`src/rtl/rv32_mem_pkg.sv`:
```
// Shared encodings for the memory port arbiter: data access types, arbiter states
// and the instruction returned when a fetch is abandoned.
package rv32_mem_pkg;

    localparam logic [2:0] DM_B  = 3'b000;
    localparam logic [2:0] DM_H  = 3'b001;
    localparam logic [2:0] DM_W  = 3'b010;
    localparam logic [2:0] DM_BU = 3'b100;
    localparam logic [2:0] DM_HU = 3'b101;

    localparam logic [31:0] NOP = 32'h0000_0013;

    typedef enum logic [1:0] {
        IDLE   = 2'd0,
        DM_ACC = 2'd1,
        IF_ACC = 2'd2,
        RESP   = 2'd3
    } arb_state_t;

endpackage

```
`src/rtl/mem_port_arbiter_if.sv`:
```
// Single-port memory bus between the arbiter (master) and the BRAM (slave).
interface mem_port_arbiter_if #(
    parameter int ADDR_W = 32
);
    // Handshake: the master raises MemValid with MemWe/MemBe/MemAddr/MemWData and
    // holds all of them stable until a cycle where MemReady=1; that cycle completes
    // the transfer, and for reads MemRData is valid in that same cycle only.
    logic              MemValid;
    logic              MemWe;
    logic [3:0]        MemBe;
    logic [ADDR_W-1:0] MemAddr;
    logic [31:0]       MemWData;
    logic              MemReady;
    logic [31:0]       MemRData;

    modport master (
        output MemValid, MemWe, MemBe, MemAddr, MemWData,
        input  MemReady, MemRData
    );

    modport slave (
        input  MemValid, MemWe, MemBe, MemAddr, MemWData,
        output MemReady, MemRData
    );
endinterface

```
`src/rtl/mem_lane_align.sv`:
```
// Byte-lane steering for data accesses: store placement and byte enables,
// load extraction with sign/zero extension, and illegal/misaligned detection.
module mem_lane_align
    import rv32_mem_pkg::*;
(
    input  logic [2:0]  ctrl,
    input  logic [1:0]  addr_lo,
    input  logic [31:0] wdata,
    input  logic [31:0] rword,
    output logic [3:0]  be,
    output logic [31:0] wplaced,
    output logic [31:0] rdata,
    output logic        err
);
    logic [31:0] shifted;

    assign shifted = rword >> {addr_lo, 3'b000};

    always_comb begin
        be      = 4'b1111;
        wplaced = wdata;
        rdata   = 32'h0;
        err     = 1'b0;
        case (ctrl)
            DM_B, DM_BU: begin
                be      = 4'b0001 << addr_lo;
                wplaced = {4{wdata[7:0]}};
                rdata   = (ctrl == DM_B) ? {{24{shifted[7]}}, shifted[7:0]}
                                         : {24'h0, shifted[7:0]};
            end
            DM_H, DM_HU: begin
                be      = addr_lo[1] ? 4'b1100 : 4'b0011;
                wplaced = {2{wdata[15:0]}};
                rdata   = (ctrl == DM_H) ? {{16{shifted[15]}}, shifted[15:0]}
                                         : {16'h0, shifted[15:0]};
                err     = addr_lo[0];
            end
            DM_W: begin
                rdata = rword;
                err   = (addr_lo != 2'b00);
            end
            default: begin
                be  = 4'b0000;
                err = 1'b1;
            end
        endcase
    end
endmodule

```
`src/rtl/mem_port_arbiter.sv`:
```
// Shares one single-port BRAM between instruction fetch and data access:
// data has priority, each access is one handshake, hung memory is timed out.
module mem_port_arbiter
    import rv32_mem_pkg::*;
#(
    parameter int ADDR_W  = 32,
    parameter int TIMEOUT = 15
) (
    input  logic               clk,
    input  logic               rst,
    input  logic               IfReq,
    input  logic [ADDR_W-1:0]  IfAddr,
    output logic [31:0]        IfRData,
    output logic               IfDone,
    input  logic               DMRd,
    input  logic               DMWr,
    input  logic [2:0]         DMCtrl,
    input  logic [ADDR_W-1:0]  DMAddr,
    input  logic [31:0]        DMWData,
    output logic [31:0]        DMRData,
    output logic               DMDone,
    output logic               DMErr,
    mem_port_arbiter_if.master mem,
    output arb_state_t         state_dbg
);
    localparam int CNT_W = $clog2(TIMEOUT + 2);

    arb_state_t       state;
    logic [CNT_W-1:0] cnt;
    logic [2:0]       ctrl_q;
    logic [1:0]       alo_q;
    logic             timeout_hit;
    logic [2:0]       al_ctrl;
    logic [1:0]       al_lo;
    logic [3:0]       al_be;
    logic [31:0]      al_wdata;
    logic [31:0]      al_rdata;
    logic             al_err;
    logic             unused_ifaddr_lo;

    assign unused_ifaddr_lo = ^IfAddr[1:0];
    assign state_dbg        = state;
    assign timeout_hit      = (TIMEOUT != 0) && (cnt == CNT_W'(TIMEOUT - 1));

    // Live request steers the aligner in IDLE; the latched one during the access.
    assign al_ctrl = (state == IDLE) ? DMCtrl      : ctrl_q;
    assign al_lo   = (state == IDLE) ? DMAddr[1:0] : alo_q;

    mem_lane_align u_align (
        .ctrl    (al_ctrl),
        .addr_lo (al_lo),
        .wdata   (DMWData),
        .rword   (mem.MemRData),
        .be      (al_be),
        .wplaced (al_wdata),
        .rdata   (al_rdata),
        .err     (al_err)
    );

    always_ff @(posedge clk or posedge rst) begin
        if (rst) begin
            state        <= IDLE;
            cnt          <= '0;
            ctrl_q       <= 3'b000;
            alo_q        <= 2'b00;
            IfRData      <= 32'h0;
            IfDone       <= 1'b0;
            DMRData      <= 32'h0;
            DMDone       <= 1'b0;
            DMErr        <= 1'b0;
            mem.MemValid <= 1'b0;
            mem.MemWe    <= 1'b0;
            mem.MemBe    <= 4'b0000;
            mem.MemAddr  <= '0;
            mem.MemWData <= 32'h0;
        end else begin
            IfDone <= 1'b0;
            DMDone <= 1'b0;
            DMErr  <= 1'b0;
            case (state)
                IDLE: begin
                    cnt <= '0;
                    if (DMRd || DMWr) begin
                        ctrl_q <= DMCtrl;
                        alo_q  <= DMAddr[1:0];
                        if (al_err) begin
                            DMDone  <= 1'b1;
                            DMErr   <= 1'b1;
                            DMRData <= 32'h0;
                            state   <= RESP;
                        end else begin
                            mem.MemValid <= 1'b1;
                            mem.MemWe    <= DMWr;
                            mem.MemBe    <= DMWr ? al_be : 4'b1111;
                            mem.MemAddr  <= {DMAddr[ADDR_W-1:2], 2'b00};
                            mem.MemWData <= DMWr ? al_wdata : 32'h0;
                            state        <= DM_ACC;
                        end
                    end else if (IfReq) begin
                        mem.MemValid <= 1'b1;
                        mem.MemWe    <= 1'b0;
                        mem.MemBe    <= 4'b1111;
                        mem.MemAddr  <= {IfAddr[ADDR_W-1:2], 2'b00};
                        mem.MemWData <= 32'h0;
                        state        <= IF_ACC;
                    end
                end
                DM_ACC, IF_ACC: begin
                    if (mem.MemReady || timeout_hit) begin
                        mem.MemValid <= 1'b0;
                        mem.MemWe    <= 1'b0;
                        state        <= RESP;
                        if (state == DM_ACC) begin
                            DMDone  <= 1'b1;
                            DMErr   <= !mem.MemReady;
                            DMRData <= (mem.MemReady && !mem.MemWe) ? al_rdata : 32'h0;
                        end else begin
                            IfDone  <= 1'b1;
                            IfRData <= mem.MemReady ? mem.MemRData : NOP;
                        end
                    end else begin
                        cnt <= cnt + 1'b1;
                    end
                end
                default: state <= IDLE;
            endcase
        end
    end
endmodule

```
`src/flat_wrapper.sv`:
```
// flat-port wrapper written by rule: the top's interface ports become plain ports
module mem_port_arbiter_flat import rv32_mem_pkg::*;
#(
    parameter int ADDR_W  = 32,
    parameter int TIMEOUT = 15
)
  (clk, rst, IfReq, IfAddr, IfRData, IfDone, DMRd, DMWr, DMCtrl, DMAddr, DMWData, DMRData, DMDone, DMErr, state_dbg, mem_MemValid, mem_MemWe, mem_MemBe, mem_MemAddr, mem_MemWData, mem_MemReady, mem_MemRData);
  mem_port_arbiter_if #(.ADDR_W(ADDR_W)) mem_i ();
  input  logic clk;
  input  logic rst;
  input  logic IfReq;
  input  logic [ADDR_W-1:0] IfAddr;
  output logic [31:0] IfRData;
  output logic IfDone;
  input  logic DMRd;
  input  logic DMWr;
  input  logic [2:0] DMCtrl;
  input  logic [ADDR_W-1:0] DMAddr;
  input  logic [31:0] DMWData;
  output logic [31:0] DMRData;
  output logic DMDone;
  output logic DMErr;
  output arb_state_t state_dbg;
  output wire logic [$bits(mem_i.MemValid)-1:0] mem_MemValid;
  output wire logic [$bits(mem_i.MemWe)-1:0] mem_MemWe;
  output wire logic [$bits(mem_i.MemBe)-1:0] mem_MemBe;
  output wire logic [$bits(mem_i.MemAddr)-1:0] mem_MemAddr;
  output wire logic [$bits(mem_i.MemWData)-1:0] mem_MemWData;
  input wire logic [$bits(mem_i.MemReady)-1:0] mem_MemReady;
  input wire logic [$bits(mem_i.MemRData)-1:0] mem_MemRData;
  assign mem_MemValid = mem_i.MemValid;
  assign mem_MemWe = mem_i.MemWe;
  assign mem_MemBe = mem_i.MemBe;
  assign mem_MemAddr = mem_i.MemAddr;
  assign mem_MemWData = mem_i.MemWData;
  assign mem_i.MemReady = mem_MemReady;
  assign mem_i.MemRData = mem_MemRData;
  mem_port_arbiter #(.ADDR_W(ADDR_W), .TIMEOUT(TIMEOUT)) u_core (.clk(clk), .rst(rst), .IfReq(IfReq), .IfAddr(IfAddr), .IfRData(IfRData), .IfDone(IfDone), .DMRd(DMRd), .DMWr(DMWr), .DMCtrl(DMCtrl), .DMAddr(DMAddr), .DMWData(DMWData), .DMRData(DMRData), .DMDone(DMDone), .DMErr(DMErr), .mem(mem_i), .state_dbg(state_dbg));
endmodule
```
`config.mk`:
```
export PLATFORM = sky130hd
export DESIGN_NAME = mem_port_arbiter_flat
export DESIGN_NICKNAME = d
export VERILOG_FILES = /design/src/rtl/rv32_mem_pkg.sv /design/src/rtl/mem_port_arbiter_if.sv /design/src/rtl/mem_lane_align.sv /design/src/rtl/mem_port_arbiter.sv /design/src/flat_wrapper.sv
export SDC_FILE = /design/constraint.sdc
export NUM_CORES = 1
export LEC_CHECK = 0
export CAP_MARGIN = 20
export CORE_MARGIN = 5
export CORE_UTILIZATION = 50
export CTS_BUF_LIST = sky130_fd_sc_hd__clkbuf_8
export DETAILED_ROUTE_END_ITERATION = 10
export GPL_ROUTABILITY_DRIVEN = 0
export HOLD_SLACK_MARGIN = 0.1
export PLACE_DENSITY = 0.95
export SLEW_MARGIN = 20
export SYNTH_ARGS = -nofsm -noshare
export SYNTH_HDL_FRONTEND = slang
export SYNTH_SLANG_ARGS = --single-unit
```
`constraint.sdc`:
```
create_clock -name clk -period 11.05 [get_ports clk]
set_clock_uncertainty 0.2 [all_clocks]
set_input_delay 1.6575 -clock clk [delete_from_list [all_inputs] [get_ports clk]]
set_output_delay 1.6575 -clock clk [all_outputs]
set_load 0.01 [all_outputs]
```
Word level (Yosys, flattened, before mapping)
Cells that the tools add are included.

RAM bits: 0. ROM bits: 0. Input port bits: 137. Memories: 0. Register bits: 149. Bits in latches: 0.

Multiply operators: 0. Shift operators: 2. Mux-type cells: 54. Add/sub/neg operators: 1. Divide/modulo/power cells: 0. Bitwise operators: 1. Reductions and logical operators: 20. $lt $le $gt $ge: 0. Eq/ne operators: 15.

Operators with widths (count): two-way mux 32 bit (15); case mux 32 bit (2 select lines) (2); case mux 32 bit (3 select lines) (1); >> shifter 32 x 5 -> 16 bit (1); two-way mux 4 bit (5); two-way mux 1 bit (16); case mux 4 bit (3 select lines) (1); two-way mux 2 bit (5); case mux 5 bit (2 select lines) (1); case mux 1 bit (2 select lines) (4); == test 3 bit (second input constant) (2); inequality test 2 x 1 -> 1 bit (second input constant) (3); inequality test 2 bit (second input constant) (3); inequality test 3 bit (second input constant) (2); AND reduction 2 bit (3); AND reduction 3 bit (2); nonzero test 2 bit (3); OR reduction 2 bit (3); adder 5 x 1 -> 5 bit (second input constant) (1); == test 5 x 4 -> 1 bit (second input constant) (1); two-way mux 5 bit (1); AND reduction 5 bit (1); case mux 2 bit (2 select lines) (1); AND reduction 4 bit (1); 13 further kinds (15).

Depth between registers and ports, before layout
Depth in word-level cells: 9. Gate-level depth with buffers: 10. Gate-level depth less buffers: 7.

Cells and area by module
Synthesis repeated with hierarchy kept, for this count alone.

Cells, all modules: 782. Area, all modules: 7632.3 sq um.

By module, submodules not included: mem_port_arbiter (times used 1, cells each 626, seq. area each 3678.5 sq um, area an instance 6462.4 sq um); mem_lane_align (times used 1, cells each 156, seq. area each 0.0 sq um, area an instance 1169.9 sq um).

Least setup slack after synthesis
No wires, ideal clock.

Path kind: input -> register. Start: input DMAddr[0]. End: register u_core.mem.MemWData[24]. Cell stages on the path: 8. Arrival: 3.071 ns. Setup time: 0.126 ns. Path slack: 7.653 ns. Cell sequence: buf_2 nor3b_4 o22ai_4 a311o_1 buf_6 buf_6 nand2_1 o31ai_2.

Longest elaborated chain between the ends: 5.

RTL lines: start: declaration (RTL line flat_wrapper.sv:18) `input logic [ADDR_W-1:0] DMAddr;`; two-way mux 2 bit (*) (RTL line mem_port_arbiter.sv:47) `assign al_lo = (state == IDLE) ? DMAddr[1:0] : alo_q;`; nonzero test 2 bit (RTL line mem_lane_align.sv:40) `err = (addr_lo != 2'b00);`; case mux 1 bit (3 select lines) (*) (RTL line mem_lane_align.sv:24) `case (ctrl)`; inequality test 2 bit (no line) (*); AND reduction 3 bit (no line) (*); end signal: assignment (RTL line mem_port_arbiter.sv:96) `mem.MemWData <= DMWr ? al_wdata : 32'h0;`; end: declaration (RTL line mem_port_arbiter_if.sv:17) `output MemValid, MemWe, MemBe, MemAddr, MemWData,`.

Mark *: on every way between the ends. The rest lies on a longest branch, timed or not. A chain may end at the register's enable or synchronous reset.

Worst setup path in the final report
Start: input DMWr. End: register u_core.mem.MemAddr[28].

Longest elaborated chain between the ends: 3. Elaborated cells on any way between the ends: 5. Those cells by class: 1 x eq/ne; 1 x mux; 3 x reduce/logical.

RTL lines: start: declaration (RTL line flat_wrapper.sv:16) `input logic DMWr;`; logical OR 1 bit (*) (RTL line mem_port_arbiter.sv:83) `if (DMRd || DMWr) begin`; inequality test 2 bit (no line) / nonzero test 2 bit (equally long branches); AND reduction 3 bit (no line); end signal: assignment (RTL line mem_port_arbiter.sv:95) `mem.MemAddr <= {DMAddr[ADDR_W-1:2], 2'b00};`; end signal: assignment (RTL line mem_port_arbiter.sv:103) `mem.MemAddr <= {IfAddr[ADDR_W-1:2], 2'b00};`; end: declaration (RTL line mem_port_arbiter_if.sv:17).

Marks and branches as above.

==> impl_metrics.json <==
{
  "maxCapViolCount": 0,
  "fp.dieW_um": 133,
  "power_density_mw_per_mm2": 294,
  "synth-edff-count": 0,
  "intPower_mw": 1.81,
  "drtIter0Drc": 531,
  "startpoint_type": "primary input",
  "yosysWarningCount": 0,
  "antenna_found_initial": 0,
  "clkSlewWorstSetupHoldPaths_ns": 0.08,
  "cts_tree": "yes",
  "async_flop_share": 1.00,
  "h-tree-depth": 4,
  "p_seq_frac": 0.300,
  "syn_to_final_growth_pct": 40.5,
  "grtUsageMet2": 0.427,
  "rsz0062_at_grt": "false",
  "setup_ws_ns": 6.69,
  "p_sw_frac": 0.421,
  "clkSinkCount": 147,
  "final_common_cell": "clkdlybuf4s50_1",
  "critical_path_class": "in2reg",
  "grt_max_degree": 105,
  "critPathTopFamily": "buffers and inverters",
  "use_met1": 0.306,
  "slew_viol_final": 0,
  "timing.fmax_mhz": 229,
  "clk_latency_ns": 0.45,
  "ys_seq_elements": 147,
  "wl_mm": 23.4,
  "fin_area_sq_mm": 0.0106,
  "finalNonFillerCells": 1201,
  "worstPathArrival_ns": 4.45,
  "setup_viol": 0,
  "postCtsHoldBufs": 0,
  "min_path_type": "reg2reg",
  "finalPower_mw": 3.12,
  "drive_above_1_share": 0.0918,
  "worst_pin_slew_ns": 1.12,
  "fin_setup_tns_ns": 0,
  "grt_pass1_vias": 6879,
  "cts.repair.resized": 0,
  "post_cts_buffers": 0,
  "core.rowCount": 45,
  "power_leakage_nw": 4.59,
  "grt_pass1_wl_mm": 35.8,
  "crit_chain": "clkdlybuf4s50_1 -> buf_4 -> nor2_4 -> buf_4 -> o21ai_2 -> a311o_2 -> buf_4 -> o21ai_0",
  "slew_headroom": 0.253,
  "first_pass_iters": 5,
  "clock_path_buffers": 2,
  "ir_drop_mv": 0.204,
  "grt_remaining_overflow": 0,
  "design.die.area_sq_mm": 0.0177,
  "cp-end-kind": "flip-flop",
  "comb_power_share": 0.567,
  "synth_area_sq_mm": 0.00755,
  "io_pins": 276,
  "seq_area_frac_synth": 0.487,
  "ys.flop_type": "dfrtp_1",
  "drc_errors": 0,
  "final-hold-violation-count": 0,
  "dp_slack_ns": 6.22,
  "pwr-share-clk": 0.133,
  "p_sw_mw": 1.31,
  "critPathMaxStageDelay_ns": 0.77,
  "wl_per_cell_um": 19.5,
  "start_util": 0.504,
  "grt_usage": 0.256,
  "syn_avg_cell_area_sq_um": 9.93,
  "postRouteAntennaNets": 0,
  "regToRegStartpoint": "u_core.state_dbg[1]",
  "clockRootBuffer": "clkbuf_8",
  "syn_inst": 760,
  "required_ns": 11.14,
  "worst-path-buf-inv": 4,
  "io_buffer_count": 271,
  "period_share": 0.395,
  "viasPerCell": 5.77,
  "core_sq_mm": 0.0150,
  "placed_area_sq_mm": 0.0102,
  "startpoint": "DMWr",
  "place_inst": 1170,
  "numCtsBuffers": 17,
  "hold_start": "u_core.mem.MemWData[19]",
  "busiest_layer": "met2",
  "num_vias": 6931,
  "die_h_um": 133,
  "fillerInstances": 1080,
  "cp_max_fo": 104,
  "cp_slowest_cell": "buf_4",
  "ys_types": 67,
  "dp_hpwl_mm": 16.9,
  "crit_top_cell": "buf_4",
  "outcome": "finished, final reports clean",
  "min_period_ns": 4.36,
  "grt_use_met3": 0.0635,
  "finalNetCount": 1144,
  "mostFrequentLayoutCells": "271 x clkdlybuf4s50_1, 177 x nand2_1, 147 x dfrtp_1, 43 x mux2i_1, 35 x nand3_1",
  "n_antenna_cell": 0
}
## worst paths after layout
check | end | slack [ns] | cells past startpoint
min in group asynchronous | u_core.mem.MemWData[6] | 1.50 | 2
setup reg to reg | u_core.DMRData[28] | 7.65 | 8
setup / recovery | u_core.mem.MemAddr[28] | 6.69 | 8
max in group asynchronous | u_core.DMRData[27] | 7.78 | 3
hold reg to reg | u_core.mem.MemWData[19] | 0.27 | 2
hold / removal | u_core.mem.MemWData[19] | 0.27 | 2
## power groups by stage
stage	combinational [mW]	clock [mW]	sequential (mW)
floorplan	0.964	0	1.03
global placement	1.71	0	0.924
detailed placement	1.75	0	0.941
CTS	1.77	0.419	0.935
global route	1.90	0.440	0.964
finish	1.77	0.415	0.936
## flip-flops by register name, indices dropped and copies added, names as in the netlist, 2 cells and up
register,cells
u_core.DMRData,32
u_core.IfRData,32
u_core.state_dbg,2
u_core.alo_q,2
u_core.mem.MemBe,4
u_core.ctrl_q,3
u_core.mem.MemWData,32
u_core.mem.MemAddr,30
u_core.cnt,5
## worst reg2reg max path: stages (launching register included)
cell and delay, ns:
dfrtp_1 0.43, inv_1 0.12, ha_1 0.16, buf_4 0.35, mux2i_4 0.74, o31ai_1 0.19
a21oi_2 0.52, a22oi_4 0.34, a22oi_1 0.27
## Yosys cell counts (all sizes together) (2+ instances only)
cell | number | area [sq um]
a211oi | 2 | 20.0
a21oi | 33 | 169
a22o | 24 | 219
a22oi | 19 | 211
a2bb2oi | 7 | 61.3
a311oi | 2 | 35.0
a31o | 2 | 17.5
and2 | 3 | 18.8
buf | 35 | 270
clkbuf | 24 | 90.1
dfrtp | 147 | 3680
ha | 6 | 75.1
inv | 15 | 56.3
mux2 | 10 | 113
mux2i | 45 | 467
nand2 | 178 | 676
nand2b | 3 | 18.8
nand3 | 35 | 175
nand3b | 2 | 15.0
nor2 | 25 | 96.4
nor2b | 4 | 25.0
nor3 | 7 | 62.6
nor3b | 3 | 50.1
o2111ai | 8 | 70.1
o211ai | 2 | 15.0
o21ai | 62 | 314
o221ai | 16 | 140
o22a | 4 | 35.0
o22ai | 7 | 57.6
o31ai | 10 | 115
or2 | 3 | 18.8
xor2 | 2 | 17.5
## per-layer routing
metal | part of all wire | routed length (um) | vias to the layer above
met4 | 0.045 | 1040 | 0
met3 | 0.077 | 1810 | 73
met1 | 0.38 | 9000 | 3338
li1 | - | - | 3187
met2 | 0.49 | 11600 | 333
met5 | 0 | 0 | -
## kinds of logic (layout without fill, tap and decap cells)
logic type	after synthesis	count (layout)	share of synthesized area
flops	147	147	0.487
mux	55	55	0.0768
simple gates	270	270	0.161
fa+ha+maj	6	6	0.00995
buf+inv	74	326	0.0552
xor+xnor	2	2	0.00232
compound gates	205	205	0.207
other cells	1	2	0.000497
## per-stage QoR
| step | hold slack (ns) | utilization |
|---|---|---|
| after floorplan | 0.301 | - |
| after global placement | 0.248 | 0.682 |
| after detailed placement | 0.259 | 0.682 |
| after CTS | 0.277 | 0.708 |
| after global routing | 0.302 | 0.708 |
| final | 0.273 | 0.708 |
## cell type report
class                           count  area (sq um)  share of cell area
Multi-Input combinational cell    540          3460               0.326
Clock inverter                     11           113              0.0106
Clock buffer                       20           275              0.0260
Timing Repair Buffer              280          2780               0.262
Tap cell                          188           235              0.0222
Inverter                           15          61.3             0.00578
Sequential cell                   147          3680               0.347
Power figures use the tool's default switching activity.
